$ cat config.mk
export PLATFORM = sky130hd
export DESIGN_NAME = counter_updn_mod
export DESIGN_NICKNAME = d
export VERILOG_FILES = /design/src/rtl/counter_updn_mod_pkg.sv /design/src/rtl/counter_updn_mod_next_val.sv /design/src/rtl/counter_updn_mod.sv
export SDC_FILE = /design/constraint.sdc
export NUM_CORES = 1
export LEC_CHECK = 0
export ABC_AREA = 1
export ABC_CLOCK_PERIOD_IN_PS = 3700
export BUFFER_PORTS_ARGS = -buffer_cell sky130_fd_sc_hd__buf_2
export CAP_MARGIN = 20
export CORE_AREA = 2 2 39 41
export DETAILED_ROUTE_END_ITERATION = 6
export DIE_AREA = 0 0 41 43
export PLACE_DENSITY = 0.61
export SLEW_MARGIN = 20
export SYNTH_ARGS = -nofsm -noshare
export SYNTH_HDL_FRONTEND = slang
export SYNTH_SLANG_ARGS = --single-unit
$ cat constraint.sdc
create_clock -name clk -period 3.7 [get_ports clk]
set_clock_uncertainty 0.15 [all_clocks]
set_input_delay 0.185 -clock clk [delete_from_list [all_inputs] [get_ports clk]]
set_output_delay 0.185 -clock clk [all_outputs]
set_load 0.01 [all_outputs]
$ cat src/rtl/counter_updn_mod_pkg.sv
// Shared constants and helpers for the modulo-N up/down counter.
package counter_updn_mod_pkg;

   // Direction encodings for the 'up' input.
   localparam logic CNT_UP = 1'b1;
   localparam logic CNT_DN = 1'b0;

   // Largest value representable in w bits (2**w - 1).
   function automatic longint cnt_max(input int w);
      return (longint'(1) << w) - 1;
   endfunction

endpackage

$ cat src/rtl/counter_updn_mod_next_val.sv
// Combinational next-count and terminal-count logic for the modulo-N counter.
module cnt_next_val
   import counter_updn_mod_pkg::*;
#(
   parameter int WIDTH   = 4,
   parameter int MODULUS = 16
)
(
   input  logic [WIDTH-1:0] i_q,
   input  logic             i_up,
   output logic [WIDTH-1:0] o_next,
   output logic             o_tc
);

   localparam logic [WIDTH-1:0] LP_MAX = WIDTH'(MODULUS - 1);

   // Wrap by explicit compare; values above MODULUS-1 fall back to 0 when counting up.
   always_comb begin
      o_next = i_q;
      o_tc   = 1'b0;
      if (i_up == CNT_UP) begin
         o_tc   = (i_q == LP_MAX);
         o_next = (i_q >= LP_MAX) ? '0 : i_q + WIDTH'(1);
      end else begin
         o_tc   = (i_q == '0);
         o_next = (i_q == '0) ? LP_MAX : i_q - WIDTH'(1);
      end
   end

endmodule

$ cat src/rtl/counter_updn_mod.sv
// Parametrised modulo-N up/down counter with enable, load, cascade carry and wrap pulse.
module counter_updn_mod
   import counter_updn_mod_pkg::*;
#(
   parameter int WIDTH   = 4,
   parameter int MODULUS = 16,
   parameter int INIT    = 0
)
(
   input  logic             clk,
   input  logic             clr,
   input  logic             sclr,
   input  logic             en,
   input  logic             up,
   input  logic             load,
   input  logic [WIDTH-1:0] d,
   output logic [WIDTH-1:0] q,
   output logic             tc,
   output logic             rco,
   output logic             wrap
);

   localparam logic [WIDTH-1:0] LP_INIT = WIDTH'(INIT);
   localparam logic [WIDTH-1:0] LP_MAX  = WIDTH'(MODULUS - 1);
   localparam logic [WIDTH:0]   LP_MOD  = (WIDTH + 1)'(MODULUS);

   if (WIDTH < 2) begin : g_bad_width
      $error("counter_updn_mod: WIDTH must be >= 2");
   end
   if (MODULUS < 2 || longint'(MODULUS) > cnt_max(WIDTH) + 1) begin : g_bad_modulus
      $error("counter_updn_mod: MODULUS must lie in 2..2**WIDTH");
   end
   if (INIT < 0 || INIT >= MODULUS) begin : g_bad_init
      $error("counter_updn_mod: INIT must be below MODULUS");
   end

   logic [WIDTH-1:0] r_q;
   logic             r_wrap;
   logic [WIDTH-1:0] w_next;
   logic             w_tc;
   logic [WIDTH-1:0] w_load_val;

   cnt_next_val #(
      .WIDTH   (WIDTH),
      .MODULUS (MODULUS)
   ) u_next (
      .i_q    (r_q),
      .i_up   (up),
      .o_next (w_next),
      .o_tc   (w_tc)
   );

   // Load values beyond the count range clamp to the top count.
   always_comb begin
      w_load_val = ({1'b0, d} >= LP_MOD) ? LP_MAX : d;
   end

   // Count register and wrap pulse; priority sclr > load > en > hold.
   always_ff @(posedge clk or negedge clr) begin
      if (!clr) begin
         r_q    <= LP_INIT;
         r_wrap <= 1'b0;
      end else begin
         r_wrap <= en & w_tc & ~load & ~sclr;
         if (sclr) begin
            r_q <= LP_INIT;
         end else if (load) begin
            r_q <= w_load_val;
         end else if (en) begin
            r_q <= w_next;
         end
      end
   end

   assign q    = r_q;
   assign wrap = r_wrap;
   assign tc   = w_tc;
   // Zero-latency carry so chained stages advance on the same edge.
   assign rco  = en & w_tc;

endmodule

## Word-level counts from Yosys, hierarchy flattened

Cells that the tools add are included.

| storage, ports and cells | value |
|---|---|
| bits in latches | 0 |
| bits in read-only memories | 0 |
| bits in writable memories | 0 |
| output and inout bits | 7 |
| register bits | 5 |
| memories kept | 0 |
| input bits | 10 |

| operators by class | value |
|---|---|
| multipliers | 0 |
| shifts and indexed selects | 0 |
| magnitude comparators | 1 |
| muxes and demuxes | 7 |
| $add $sub $neg | 2 |
| bitwise operators | 5 |
| reduce and logical (&&, ||, !) cells | 2 |
| divide/modulo/power cells | 0 |
| equality and inequality tests | 1 |

Operator list:

| operator | count |
|---|---|
| $mux 4 | 6 |
| $add 4x1->4 const B | 1 |
| $eq 4x4->1 const B | 1 |
| $ge 4x4->1 const B | 1 |
| $logic_not 4->1 | 1 |
| $sub 4x1->4 const B | 1 |
| $and 1x1->1 | 3 |
| $reduce_bool 3->1 | 1 |
| $not 1->1 | 2 |
| $mux 1 | 1 |

## Longest topological paths before layout

| depth | value |
|---|---|
| depth after elaboration | 6 |
| depth in mapped cells | 10 |

## Cells and area by module

Synthesis repeated with hierarchy kept, for this count alone.

| unflattened totals | value |
|---|---|
| cell total of the unflattened synthesis | 65 |
| area, all modules | 405.4 um^2 |

By module, submodules not included:

| module | area each (um^2) | seq. area each (um^2) | cells each | times used |
|---|---|---|---|---|
| counter_updn_mod | 256.5 | 125.1 | 36 | 1 |
| cnt_next_val | 148.9 | 0.0 | 29 | 1 |

## Worst setup path after synthesis

OpenSTA, ideal clock, no wires.

| timing | value |
|---|---|
| kind | register to register |
| from | register r_q[1] (netlist: q[1]) |
| to | register r_q[1] (netlist: q[1]) |
| stages on the path, launching flop included | 7 |
| slack | 2212 ps |
| data required time | 3423 ps |
| buffers on the path | 0 |
| period minus slack after synthesis | 1488 ps |
| arrival | 1211 ps |
| cells stage by stage | dfrtp_1 -> inv_1 -> ha_1 -> a21oi_1 -> o21ai_0 -> o2111ai_1 -> o21ai_1 |

| on the way | value |
|---|---|
| word-level cells in the longest chain between the ends | 6 |

Ends and longest elaborated chain:

| what | line | source |
|---|---|---|
| start: declaration | counter_updn_mod.sv:37 | `logic [WIDTH-1:0] r_q;` |
| start signal: assignment | counter_updn_mod.sv:68 | `r_q <= w_load_val;` |
| start signal: assignment | counter_updn_mod.sv:70 | `r_q <= w_next;` |
| $sub 4x1->4, or another cell as far along | counter_updn_mod_next_val.sv:26 | `o_next = (i_q == '0) ? LP_MAX : i_q - WIDTH'(1);` |
| $mux 4, on equally long branches | counter_updn_mod_next_val.sv:26, counter_updn_mod_next_val.sv:23 |  |
| $mux 4 (*) | counter_updn_mod_next_val.sv:21 | `if (i_up == CNT_UP) begin` |
| $mux 4 (*) | counter_updn_mod.sv:69 | `end else if (en) begin` |
| $mux 4 (*) | counter_updn_mod.sv:67 | `end else if (load) begin` |
| $mux 4 (*) | counter_updn_mod.sv:65 | `if (sclr) begin` |

Mark *: on every way between the ends. The rest lies on a longest branch, timed or not. The select of a mux whose other input is x is not followed.
A chain may end at the register's enable or synchronous reset.

## Final worst setup path

| timing | value |
|---|---|
| from | register r_q[1] (netlist: q[1]) |
| to | output port rco |

| on the way | value |
|---|---|
| word-level cells in the longest chain between the ends | 3 |

Ends and longest elaborated chain:

| what | line | source |
|---|---|---|
| $eq 4x4->1 / $logic_not 4->1 (equally long branches) | counter_updn_mod_next_val.sv:22, counter_updn_mod_next_val.sv:25 |  |
| $mux 1 (*) | counter_updn_mod_next_val.sv:21 |  |
| $and 1x1->1 (*) | counter_updn_mod.sv:79 | `assign rco = en & w_tc;` |
| end: declaration | counter_updn_mod.sv:19 | `output logic rco,` |

Mark *: on every way between the ends. The rest lies on a longest branch, timed or not.

==> results.yml <==
pwr:
  powerDensity_nw_per_um2: 332
  leakage_nw: 0.335
  power.total_mw: 0.192
  ir_drop_mv: 0.225
worst_setup_path:
  crit_required_ps: 3370
  critPathMaxFanout: 6
  crit_arrival_ps: 1520
  reg2reg_to: "q[1]"
  cp-end-kind: "output pin"
  r2r-start: "q[1]"
  path_class: "reg -> out"
  startpoint_type: "flop"
  r2r_setup_slack_ps: 2160
  rr_worst_depth: 6
  cp-startpoint: "q[1]"
timing:
  slew_headroom: 0.739
  setup_tns_ps: 0
  post-route-period-util: 0.502
  fmax_mhz: 538
  tightest_slew_ps: 392
  hold_viol: 0
  slew_viol_final: 0
  setup_viol: 0
  rsz0062_at_grt: "false"
  period_minus_slack_ps: 1860
synthesis:
  ys_dominant_reg_cell: "dfrtp_1"
  ys_seq_area_frac: 0.283
  yosysWarnings: 0
  synth.top_cells.by_count: "nand2_1 (15), inv_1 (9), nor2_1 (6)"
  ys_top_cells_by_area: "dfrtp_1 (28%), nand2_1 (13%), ha_1 (8.5%)"
  synth_cells: 64
  ys_ff_latch: 5
  yosysTopAreaCell: "dfrtp_1"
  async_reset_ff_frac: 1.00
  synth_edf_count: 0
  synth_area_um2: 442
  syn_avg_cell_area_um2: 6.90
  netlist.area_leader.share: 0.283
  yosysMostFrequentCell: "nand2_1"
  syn-num-nets: 77
  synth_cell_types: 19
hold_path:
  hold_class: "in -> reg"
  worstHoldPathCells: 2
  hold_start: "load"
  holdPathEnd: "wrap"
clocking:
  ctsLongestPathBuffers: 2
  cts_tree: "yes"
  cts_root_buf: "clkbuf_4"
  clkSinkCount: 5
  cts_made_buffers: 3
  clk_pin_slew_ps: 50
  clk_latency_ps: 240
  htreeDepth: 1
  cts_resized: 0
grt:
  first_global_vias: 386
  grt_max_degree: 10
  antenna_found_initial: 0
  grt_pass1_wl_um: 1590
  grt_overflow: 0
  gr-usage-all-layers: 0.132
place:
  numPortBuffers: 16
  dp.final_hpwl_um: 775
  gp_congestion: 0.705
final_layout:
  fill_cells: 153
  nets: 99
  antenna_cells: 0
  drive_gt1_frac: 0.341
  area_growth_pct: 30.6
floorplan:
  io_pins: 17
  rows: 14
  core_area_um2: 1380
  die_area_um2: 1760
  initial_core_util: 0.319
  die_h_um: 43
  die-width_um: 41
drt:
  post_drt_wl_per_cell_um: 9.63
  drt_pass1_iterations: 6
  vias: 463
  drtIter0Drc: 7
  route.detailed.drc: 0
  ant_nets: 0
  viasPerCell: 4.58
  routed_wl_um: 973
job:
  max_cap_viol_count: 0
status:
  status: "finished, final reports clean"
[worst max-delay path, stage by stage, from the launching register on]
cell and delay, ps:
dfrtp_1 460, ha_1 220, nand2_2 70, o21ai_1 150
nand2_1 80, inv_2 70, nand2_2 60, inv_1 40
buf_2 110
[final cells by class]
class / instances / area (um^2) / area share
Clock buffer: 4 / 26.3 / 0.0456
Inverter: 11 / 41.3 / 0.0716
Multi-Input combinational cell: 47 / 264 / 0.458
Sequential cell: 5 / 125 / 0.217
Tap cell: 16 / 20.0 / 0.0347
Timing Repair Buffer: 18 / 100 / 0.174
[what timing repair did]
item | CTS | global route
hold buffers | 2 | 0
setup buffers | 0 | 0
endpoints found under the hold margin | 6 | 0
[through the flow]
stage               area, um^2  setup slack, ps  instances   util  hold WS (ps)
floorplan                  442             2210         64      -          -261
global placement           531             2120         95  0.383          -149
detailed placement         531             2110         95  0.383          -149
CTS                        577             1840        101  0.417          59.8
global route               577             1690        101  0.417          68.5
finish                     577             1840        101  0.417          58.4
[layout by cell type (no fill, tap or decap)]
cell type / n
nor2_2: 1
inv_1: 9
dfrtp_1: 5
nand4_1: 1
nand2_2: 4
buf_2: 16
nor2_4: 1
nor2_1: 6
o22ai_1: 1
ha_1: 3
clkbuf_1: 1
o21ai_0: 1
nor3_2: 2
xor2_1: 1
nand3_1: 4
o2111ai_1: 1
dlygate4sd3_1: 2
inv_2: 2
clkbuf_4: 3
nand2_1: 15
o21ai_1: 4
a21oi_1: 2
[where the power goes]
group | internal [mW] | total, mW | switching (mW)
Clock | 0.0408 | 0.0636 | 0.0227
Sequential | 0.0594 | 0.0695 | 0.0100
Combinational | 0.0255 | 0.0586 | 0.0331
[per-layer routing]
| layer | vias up | global-route usage | wire (um) |
|---|---|---|---|
| met4 | 0 | 0 | 0 |
| li1 | 244 | - | - |
| met3 | 0 | 0.0628 | 62 |
| met5 | - | 0 | 0 |
| met2 | 17 | 0.191 | 452 |
| met1 | 202 | 0.189 | 459 |
[logic make-up (layout without fill, tap and decap cells)]
group | Yosys count | in the layout | synth area share
simple gates | 34 | 34 | 0.380
buf+inv | 12 | 33 | 0.119
compound gates | 9 | 9 | 0.113
flops | 5 | 5 | 0.283
fa+ha+maj | 3 | 3 | 0.0850
xor+xnor | 1 | 1 | 0.0198
[sequential cells by signal, indices dropped and copies added, names as in the netlist]
signal	count
wrap	1
q	4
[worst max-delay path by stage]
stage	end	slack, ps	cells past startpoint
6_report	rco	1840	8
5_1_grt	rco	1690	8
4_1_cts	rco	1840	8
3_5_place_dp	rco	2110	8
3_3_place_gp	rco	2120	8
2_1_floorplan	q[1]	2210	6
Power figures use the tool's default switching activity.
